## config.mk

```make
export PLATFORM = sky130hd
export DESIGN_NAME = fetch_stage
export DESIGN_NICKNAME = d
export VERILOG_FILES = /design/src/rtl/fetch_stage_pkg.sv /design/src/rtl/fetch_stage_if_id_reg.sv /design/src/rtl/fetch_stage.sv
export SDC_FILE = /design/constraint.sdc
export NUM_CORES = 1
export LEC_CHECK = 0
export ABC_CLOCK_PERIOD_IN_PS = 2850
export CAP_MARGIN = 10
export CORE_MARGIN = 2
export CORE_UTILIZATION = 45
export CTS_BUF_LIST = sky130_fd_sc_hd__clkbuf_16
export DETAILED_ROUTE_END_ITERATION = 8
export PLACE_DENSITY = 0.82
export SYNTH_ARGS = -nofsm -noshare
export SYNTH_HDL_FRONTEND = slang
export SYNTH_SLANG_ARGS = --single-unit
export TNS_END_PERCENT = 10
```

## constraint.sdc

```tcl
create_clock -name clk -period 2.85 [get_ports clk]
set_input_delay 0.7125 -clock clk [delete_from_list [all_inputs] [get_ports clk]]
set_output_delay 0.7125 -clock clk [all_outputs]
set_load 0.005 [all_outputs]
```

## src/rtl/fetch_stage_pkg.sv

```systemverilog
// Shared constants, FSM state type and fetch-address check for the MIPS F stage.
package fetch_stage_pkg;

  localparam logic [31:0] DEFAULT_RESET_PC = 32'h0000_3000;
  localparam logic [31:0] NOP              = 32'h0000_0000;

  typedef enum logic {
    F_FETCH = 1'b0,
    F_HOLD  = 1'b1
  } fstate_e;

  // The upper bound is 33 bits so that a window ending at 2^32 still compares correctly.
  function automatic logic addr_error(input logic [31:0] pc,
                                      input logic [31:0] base,
                                      input logic [32:0] limit);
    return (pc[1:0] != 2'b00) || ({1'b0, pc} < {1'b0, base}) || ({1'b0, pc} >= limit);
  endfunction

endpackage

```

## src/rtl/fetch_stage_if_id_reg.sv

```systemverilog
// IF/ID pipeline register: hold on stall, bubble on clear or idle, load on advance.
module fetch_stage_if_id_reg
  import fetch_stage_pkg::*;
#(
  parameter logic [31:0] RESET_PC = DEFAULT_RESET_PC
) (
  input  logic        clk,
  input  logic        reset,
  input  logic        hold_i,
  input  logic        clear_i,
  input  logic        load_i,
  input  logic [31:0] instr_i,
  input  logic [31:0] pc_i,
  input  logic        adel_i,
  output logic [31:0] instr_o,
  output logic [31:0] pc_o,
  output logic        valid_o,
  output logic        adel_o
);

  logic [31:0] instr_q;
  logic [31:0] pc_q;
  logic        valid_q;
  logic        adel_q;

  // A bubble keeps the last PC; only instruction, valid and exception bits are cleared.
  always_ff @(posedge clk) begin
    if (reset) begin
      instr_q <= NOP;
      pc_q    <= RESET_PC;
      valid_q <= 1'b0;
      adel_q  <= 1'b0;
    end else if (hold_i) begin
      instr_q <= instr_q;
      pc_q    <= pc_q;
      valid_q <= valid_q;
      adel_q  <= adel_q;
    end else if (load_i && !clear_i) begin
      instr_q <= instr_i;
      pc_q    <= pc_i;
      valid_q <= 1'b1;
      adel_q  <= adel_i;
    end else begin
      instr_q <= NOP;
      valid_q <= 1'b0;
      adel_q  <= 1'b0;
    end
  end

  assign instr_o = instr_q;
  assign pc_o    = pc_q;
  assign valid_o = valid_q;
  assign adel_o  = adel_q;

endmodule

```

## src/rtl/fetch_stage.sv

```systemverilog
// MIPS F stage: PC register, imem req/ready handshake, delayed-branch redirect latch,
// stall hold buffer and the IF/ID register.
module fetch_stage
  import fetch_stage_pkg::*;
#(
  parameter logic [31:0] RESET_PC = DEFAULT_RESET_PC,
  parameter logic [31:0] IM_BASE  = 32'h0000_3000,
  parameter int          IM_WORDS = 4096
) (
  input  logic        clk,
  input  logic        reset,
  input  logic        stall,
  input  logic        branch,
  input  logic [31:0] npc,
  input  logic        d_clear,
  output logic        imem_req,
  output logic [31:0] imem_addr,
  input  logic [31:0] imem_rdata,
  input  logic        imem_ready,
  output logic [31:0] F_pc,
  output logic [31:0] D_instr,
  output logic [31:0] D_pc,
  output logic [31:0] D_pc8,
  output logic        D_valid,
  output logic        D_exc_adel
);

  localparam logic [32:0] IM_END = {1'b0, IM_BASE} + (33'(IM_WORDS) * 33'd4);

  fstate_e     state_q, state_d;
  logic [31:0] fpc_q, fpc_d;
  logic [31:0] redir_pc_q, redir_pc_d;
  logic        redir_pend_q, redir_pend_d;
  logic [31:0] hold_instr_q, hold_instr_d;
  logic        hold_adel_q, hold_adel_d;

  logic        adel;
  logic        take_branch;
  logic        done;
  logic        advance;
  logic [31:0] adv_instr;
  logic        adv_adel;

  // A bad fetch address completes immediately with a nop and never reaches imem.
  assign adel        = addr_error(fpc_q, IM_BASE, IM_END);
  assign take_branch = branch & ~stall;
  assign done        = (state_q == F_FETCH) & (imem_ready | adel);
  assign advance     = ~stall & (done | (state_q == F_HOLD));
  assign adv_instr   = (state_q == F_HOLD) ? hold_instr_q : (adel ? NOP : imem_rdata);
  assign adv_adel    = (state_q == F_HOLD) ? hold_adel_q : adel;

  always_comb begin
    state_d      = state_q;
    fpc_d        = fpc_q;
    redir_pc_d   = redir_pc_q;
    redir_pend_d = redir_pend_q;
    hold_instr_d = hold_instr_q;
    hold_adel_d  = hold_adel_q;
    if (advance) begin
      state_d      = F_FETCH;
      redir_pend_d = 1'b0;
      if (take_branch)       fpc_d = npc;
      else if (redir_pend_q) fpc_d = redir_pc_q;
      else                   fpc_d = fpc_q + 32'd4;
    end else if (take_branch) begin
      redir_pc_d   = npc;
      redir_pend_d = 1'b1;
    end
    // A word returned under stall is parked so it is never refetched or lost.
    if (done && stall) begin
      state_d      = F_HOLD;
      hold_instr_d = adel ? NOP : imem_rdata;
      hold_adel_d  = adel;
    end
  end

  always_ff @(posedge clk) begin
    if (reset) begin
      state_q      <= F_FETCH;
      fpc_q        <= RESET_PC;
      redir_pc_q   <= RESET_PC;
      redir_pend_q <= 1'b0;
      hold_instr_q <= NOP;
      hold_adel_q  <= 1'b0;
    end else begin
      state_q      <= state_d;
      fpc_q        <= fpc_d;
      redir_pc_q   <= redir_pc_d;
      redir_pend_q <= redir_pend_d;
      hold_instr_q <= hold_instr_d;
      hold_adel_q  <= hold_adel_d;
    end
  end

  fetch_stage_if_id_reg #(
    .RESET_PC(RESET_PC)
  ) u_if_id (
    .clk    (clk),
    .reset  (reset),
    .hold_i (stall),
    .clear_i(d_clear),
    .load_i (advance),
    .instr_i(adv_instr),
    .pc_i   (fpc_q),
    .adel_i (adv_adel),
    .instr_o(D_instr),
    .pc_o   (D_pc),
    .valid_o(D_valid),
    .adel_o (D_exc_adel)
  );

  assign imem_req  = (state_q == F_FETCH) & ~adel;
  assign imem_addr = fpc_q;
  assign F_pc      = fpc_q;
  assign D_pc8     = D_pc + 32'd8;

endmodule

```

==> results of run 1 <==
worst min path at each step:
| stage | to | slack (ns) | depth (start not counted) |
|---|---|---|---|
| after floorplan | redir_pc_q[0] | 0.43 | 2 |
| after global placement | u_if_id.adel_o | 0.43 | 2 |
| after detailed placement | u_if_id.valid_o | 0.44 | 1 |
| after CTS | redir_pc_q[0] | 0.45 | 2 |
| after global routing | redir_pc_q[2] | 0.47 | 2 |
| final | redir_pc_q[2] | 0.45 | 2 |
metal layers:
| metal | up-vias | routed length [um] |
|---|---|---|
| li1 | 4081 | - |
| met1 | 4167 | 11200 |
| met2 | 476 | 13000 |
| met3 | 53 | 2470 |
| met4 | 0 | 587 |
| met5 | - | 0 |
registers in the layout, indices dropped and copies added, names as in the netlist:
name	flops
F_pc	32
hold_instr_q	32
redir_pc_q	32
u_if_id.instr_o	32
u_if_id.pc_o	32
hold_adel_q	1
redir_pend_q	1
state_q	1
u_if_id.adel_o	1
u_if_id.valid_o	1
placed cells by master, fill, tap and decap left out, drive strengths merged, types with 15 or more instances in the layout:
cell           netlist  final
xnor2               18     18
a22o                34     34
nand3               23     23
mux2i               33     33
clkdlybuf4s50        0    210
a21oi              102    102
nand2b              37     37
nand2              174    174
clkbuf              72     21
nand4               47     47
buf                 44     88
nor2                70     70
dfxtp              165    165
inv                  7     16
and3                15     15
o21ai               60     60
worst max-delay path: cells and delay by family (launching register included):
family        cells  cell delay [ns]
simple gates      4             0.66
buf+inv           2             0.29
fa+ha+maj         1             0.18
xor+xnor          1             0.16
flops             1             0.34
final cells by class:
class | instances | area share, %
clock buffers | 17 | 3.64
clock inverters | 15 | 1.54
inverters | 8 | 0.257
multi-input cells | 745 | 37.9
flip-flops and latches | 165 | 28.4
well taps | 229 | 2.45
repair buffers | 318 | 25.9
report_power, final:
| group | switching (mW) | total, mW | internal [mW] |
|---|---|---|---|
| Clock | 1.09 | 2.35 | 1.26 |
| Combinational | 0.491 | 0.939 | 0.448 |
| Sequential | 0.0546 | 2.42 | 2.36 |
| Total | 1.63 | 5.71 | 4.07 |
per-stage QoR:
stage	setup WS (ns)	std cells	hold WS (ns)	power, mW
finish	0.0780	1497	0.451	5.71
CTS	-0.113	1495	0.451	5.72
global placement	0.0968	1463	0.430	3.38
global route	-0.00485	1497	0.473	5.90
detailed placement	0.0163	1463	0.438	3.39
floorplan	0.481	1036	0.428	2.92
repair_timing:
item / 4_1_cts / 5_1_grt
endpoints found under the hold margin: 0 / 0
gates resized for setup: 32 / 25
pin swaps: 3 / 5
setup endpoints to repair: 19 / 15
cloned: 0 / 0
setup buffers: 0 / 2
kinds of logic after synthesis:
logic type	synth area share [%]
XOR/XNOR	2.95
AO/OA/AOI/OAI	20.4
buffers and inverters	8.59
AND/OR/NAND/NOR	24.0
adder cells (fa/ha/maj)	0.451
flip-flops	39.7
multiplexers	3.97
==> flow_metrics.tcl, run 1 <==
set metrics [dict create \
    rows 49 \
    grtUsageMet3_pct 5.54 \
    startpoint "u_if_id.pc_o[3]" \
    ioPinCount 233 \
    dr.pass1.iters 5 \
    cts_made_buffers 17 \
    nNetsFinal 1328 \
    antenna_cells 0 \
    dpl_cell_area_um2 11000 \
    top_usage_layer "met2" \
    maxCapViolCount 0 \
    synthTopCellsByArea "dfxtp_1, nand2_1, a21oi_1, mux2i_1, a22o_1" \
    synth-main-ff-cell "dfxtp_1" \
    finalCritPeriodShare_pct 97.3 \
    synth.most_common_cell "nand2_1" \
    worstPathArrival_ns 2.06 \
    fin_skew_ns 0.0141 \
    power_leakage_nw 4.49 \
    antenna_found_initial 0 \
    synth_edf_count 0 \
    synth_warnings 0 \
    grt_util_all_layers_pct 27.0 \
    synth_area_leader_cell "dfxtp_1" \
    grt-ovfl-total 0 \
    drc 0 \
    grt_pass1_wl_um 42800 \
    path_class "flop to primary output" \
    netlist_instances 1036 \
    ir_drop_uv 443 \
    die_w_um 140 \
    async_reset_ff_share_pct 0 \
    min-delay-path-class "flop to flop" \
    clockBufferDepth 2 \
    clk_pin_slew_ns 0.07 \
    synth_seq_cells 165 \
    finalHoldViolCount 0 \
    start_util_pct 46.2 \
    endpoint_kind "primary output" \
    cts-root-buf "clkbuf_16" \
    regArea_um2 3310 \
    routed_via_density 5.86 \
    worst-r2r-setup-slack_ns 0.46 \
    rr_endpoint "F_pc[25]" \
    multiInputGateArea_um2 4420 \
    slowest_delay_ns 0.34 \
    drive_above_1_share_pct 12.5 \
    gp_congestion 0.887 \
    grt_pass1_vias 8015 \
    wl_um 27200 \
    worst_pin_slew_ns 0.905 \
    setup_tns_ns 0 \
    setup_viol 0 \
    wire_per_inst_um 18.2 \
    cts_tree "built" \
    coreArea_um2 18000 \
    r2r-start "F_pc[12]" \
    crit_required_ns 2.14 \
    clock_latency_ns 0.44 \
    cts_sinks 165 \
    hp-start "redir_pc_q[2]" \
    critPathCapture "D_pc8[27]" \
    io_buffers 232 \
    fillers 1455 \
    area_growth_pct 40.3 \
    synth.avg_cell_area_um2 8.03 \
    rsz0062_at_grt "yes" \
    worstRegToRegCells 5 \
    crit_slowest_cell "dfxtp_2" \
    grt.met2_usage_pct 43.6 \
    htreeDepth 4 \
    synth_common_cells "nand2_1, dfxtp_1, a21oi_1" \
    fin_util_pct 64.8 \
    final_cell_area_um2 11700 \
    hpwl_um 19100 \
    vias 8777 \
    synth_cell_types 62 \
    maxSlewViolCount 0 \
    crit_path_cell_trace "ha_2, and4_4, nand3_2, nor2_2, buf_4, and3_4, xor2_2, buf_2" \
    fmax_ghz 0.361 \
    critPathLaunchType "flop" \
    synth_top_cell_area_share_pct 39.7 \
    die_h_um 140 \
    hold_buffers 0 \
    slew_headroom_pct 39.5 \
    finalCriticalPeriod_ns 2.77 \
    outcome "complete, no violations" \
    drt_iter0_drc 921 \
    synth_nets 1109 \
    cp_max_fo 5 \
    dieArea_um2 19600 \
    grt_max_degree 50 \
    synth-seq-area-share_pct 39.7 \
    drt.antenna.violating_nets 0 \
    grt_use_met1_pct 36.4 \
    cellPowerDensity_nw_per_um2 489 \
    synthesis.area_um2 8320 \
]
Power figures use the tool's default switching activity.
==> inputs of run 2 (changes only) <==
Settings changed: CAP_MARGIN 10 to 0.
==> results of run 2 <==
Same layout as run 1: the final DEF is identical, and so are final timing and power.
==> patch: new RTL, settings of run 1 <==
Set the parameter `IM_WORDS` to 3072 (it was 4096).
--- a/src/rtl/fetch_stage.sv
+++ b/src/rtl/fetch_stage.sv
@@ -5,7 +5,7 @@
 #(
   parameter logic [31:0] RESET_PC = DEFAULT_RESET_PC,
   parameter logic [31:0] IM_BASE  = 32'h0000_3000,
-  parameter int          IM_WORDS = 4096
+  parameter int          IM_WORDS = 3072
 ) (
   input  logic        clk,
   input  logic        reset,
Formal check against the unedited RTL: not equivalent (a bounded check fails within 4 cycles, from zero or initial values and one cycle with reset high).
==> patch against run 1 <==
  * The run now ends with negative setup slack left
  * Sequential share of layout area fell by 0.17 points
  * Wire length shrank 0.40%
  * Via count down 1.4%
  * Area after synthesis barely moved
  * Power is 3.0% higher
  * Sequential cell count unchanged
  * Design area is 0.58% higher
  * Critical path type unchanged
  * Worst setup slack lost 270 ps
  * Largest power group is now clock
  * Highest routed layer unchanged
==> patch: results (changes against run 1) <==
Layout
• 65.2% — final cell utilization of the core, was 64.8%
• 25.8% — portion of the layout cell area used by non-clock buffers, was 25.9%
• 760 — multi-input gates, was 745
• 9 — Inverters, was 8
• 4470 µm² — area taken by multi-input logic gates, was 4420 µm²
• 1,347 — Layout Nets, was 1,328
• 12.4% — share of layout cells above drive strength 1, was 12.5%
• 5.26% — Clock-cell share, was 5.19%
• 321 — number of signal-net buffers in the layout, was 318

Status
• negative setup slack — violated checks
• complete, but fails checks — run status, was finished, final reports clean

Worst setup path
• 510 ps — Max stage delay on crit path, was 340 ps
• buffers and inverters — gate family responsible for the most delay along the worst path, was simple AND/OR/NAND/NOR gates
• 6 — R2R depth, was 5
• F_pc[19]$_SDFFE_PP0P_ — Worst R2R Start, was F_pc[12]$_SDFFE_PP1P_
• 4 — maximum net fanout on the critical path, was 5
• D_pc8[23] — timing endpoint of the critical path, was D_pc8[27]

Clock network
• 18 — number of instances resized during post-cts repair, was 32
• 2 — number of setup buffers added after CTS, was 0

Detailed routing
• 17.9 µm — Routed wire per std cell, was 18.2 µm
• 8,654 — via count, was 8,777
• 7 — detailed-router iteration count before antenna repair, was 5

Timing
• 6 — number of setup violations in the final report, was 0
• 448 ps — hold slack final, was 451 ps
• -621 ps — total negative setup slack, was 0 ps
• -197 ps — worst path setup slack after routing, was 78.0 ps

Worst hold path
• redir_pc_q[16]$_SDFFE_PP0P_ — Worst Hold Path EP, was redir_pc_q[2]$_SDFFE_PP0P_

Logic synthesis
• 56 — post-synthesis cell type count, was 62
• 18.6% — post-synthesis compound-gate area fraction, was 20.4%
• 3.27% — synthesized-area fraction occupied by xor and xnor cells, was 2.95%
• sky130_fd_sc_hd__nand2_1 (191), sky130_fd_sc_hd__dfxtp_1 (165), sky130_fd_sc_hd__a21oi_1 (98) — leading cell types by count after synthesis, was sky130_fd_sc_hd__nand2_1 (174), sky130_fd_sc_hd__dfxtp_1 (165), sky130_fd_sc_hd__a21oi_1 (102)
• 4.36% — multiplexer share of the synthesized area, was 3.97%
• sky130_fd_sc_hd__dfxtp_1 (40%), sky130_fd_sc_hd__nand2_1 (8.6%), sky130_fd_sc_hd__a21oi_1 (5.9%) — biggest area contributors in the synthesized netlist, was sky130_fd_sc_hd__dfxtp_1 (40%), sky130_fd_sc_hd__nand2_1 (7.8%), sky130_fd_sc_hd__a21oi_1 (6.1%)
• 1,125 — syn nets, was 1,109

Global route
• 43.5% — grt met2 use, was 43.6%
• 26.8% — global-route usage over all layers, was 27.0%
• 35.3% — Global Route met1 Usage, was 36.4%
• 67 — pin count of the biggest net entering global routing, was 50
• 7,952 — vias in the first global route, was 8,015

Place
• 31.1 ps — worst slack, placed, was 16.3 ps
• 0.873 — GPL Wtd Cong, was 0.887

## patch: cell types whose count changed after synthesis, moves of 6 or more
cell / run 1 / this run
sky130_fd_sc_hd__o21ai_1: 1 / 23
sky130_fd_sc_hd__o21ai_0: 59 / 38
sky130_fd_sc_hd__nand2_1: 174 / 191
sky130_fd_sc_hd__buf_2: 5 / 14
sky130_fd_sc_hd__nand3_1: 23 / 31
sky130_fd_sc_hd__nor3_1: 6 / 14
sky130_fd_sc_hd__o31ai_1: 9 / 2
sky130_fd_sc_hd__clkbuf_1: 70 / 64
## patch: metrics by stage
stage	total power, mW	std cells
floorplan	2.98	1052
global route	6.07	1516
finish	5.88	1516
CTS	5.88	1514
global placement	3.46	1480
detailed placement	3.47	1480
## patch: routing by layer
layer	part of all wire [%]	up-vias
li1	-	4107
met1	41	4031
met2	48	467
met3	8.5	49
met4	2.1	0
met5	0	-
## patch: power by group
part / switching (mW) / internal [mW]
clock network: 1.03 / 1.41
logic: 0.534 / 0.474
registers: 0.0604 / 2.37
total: 1.63 / 4.25
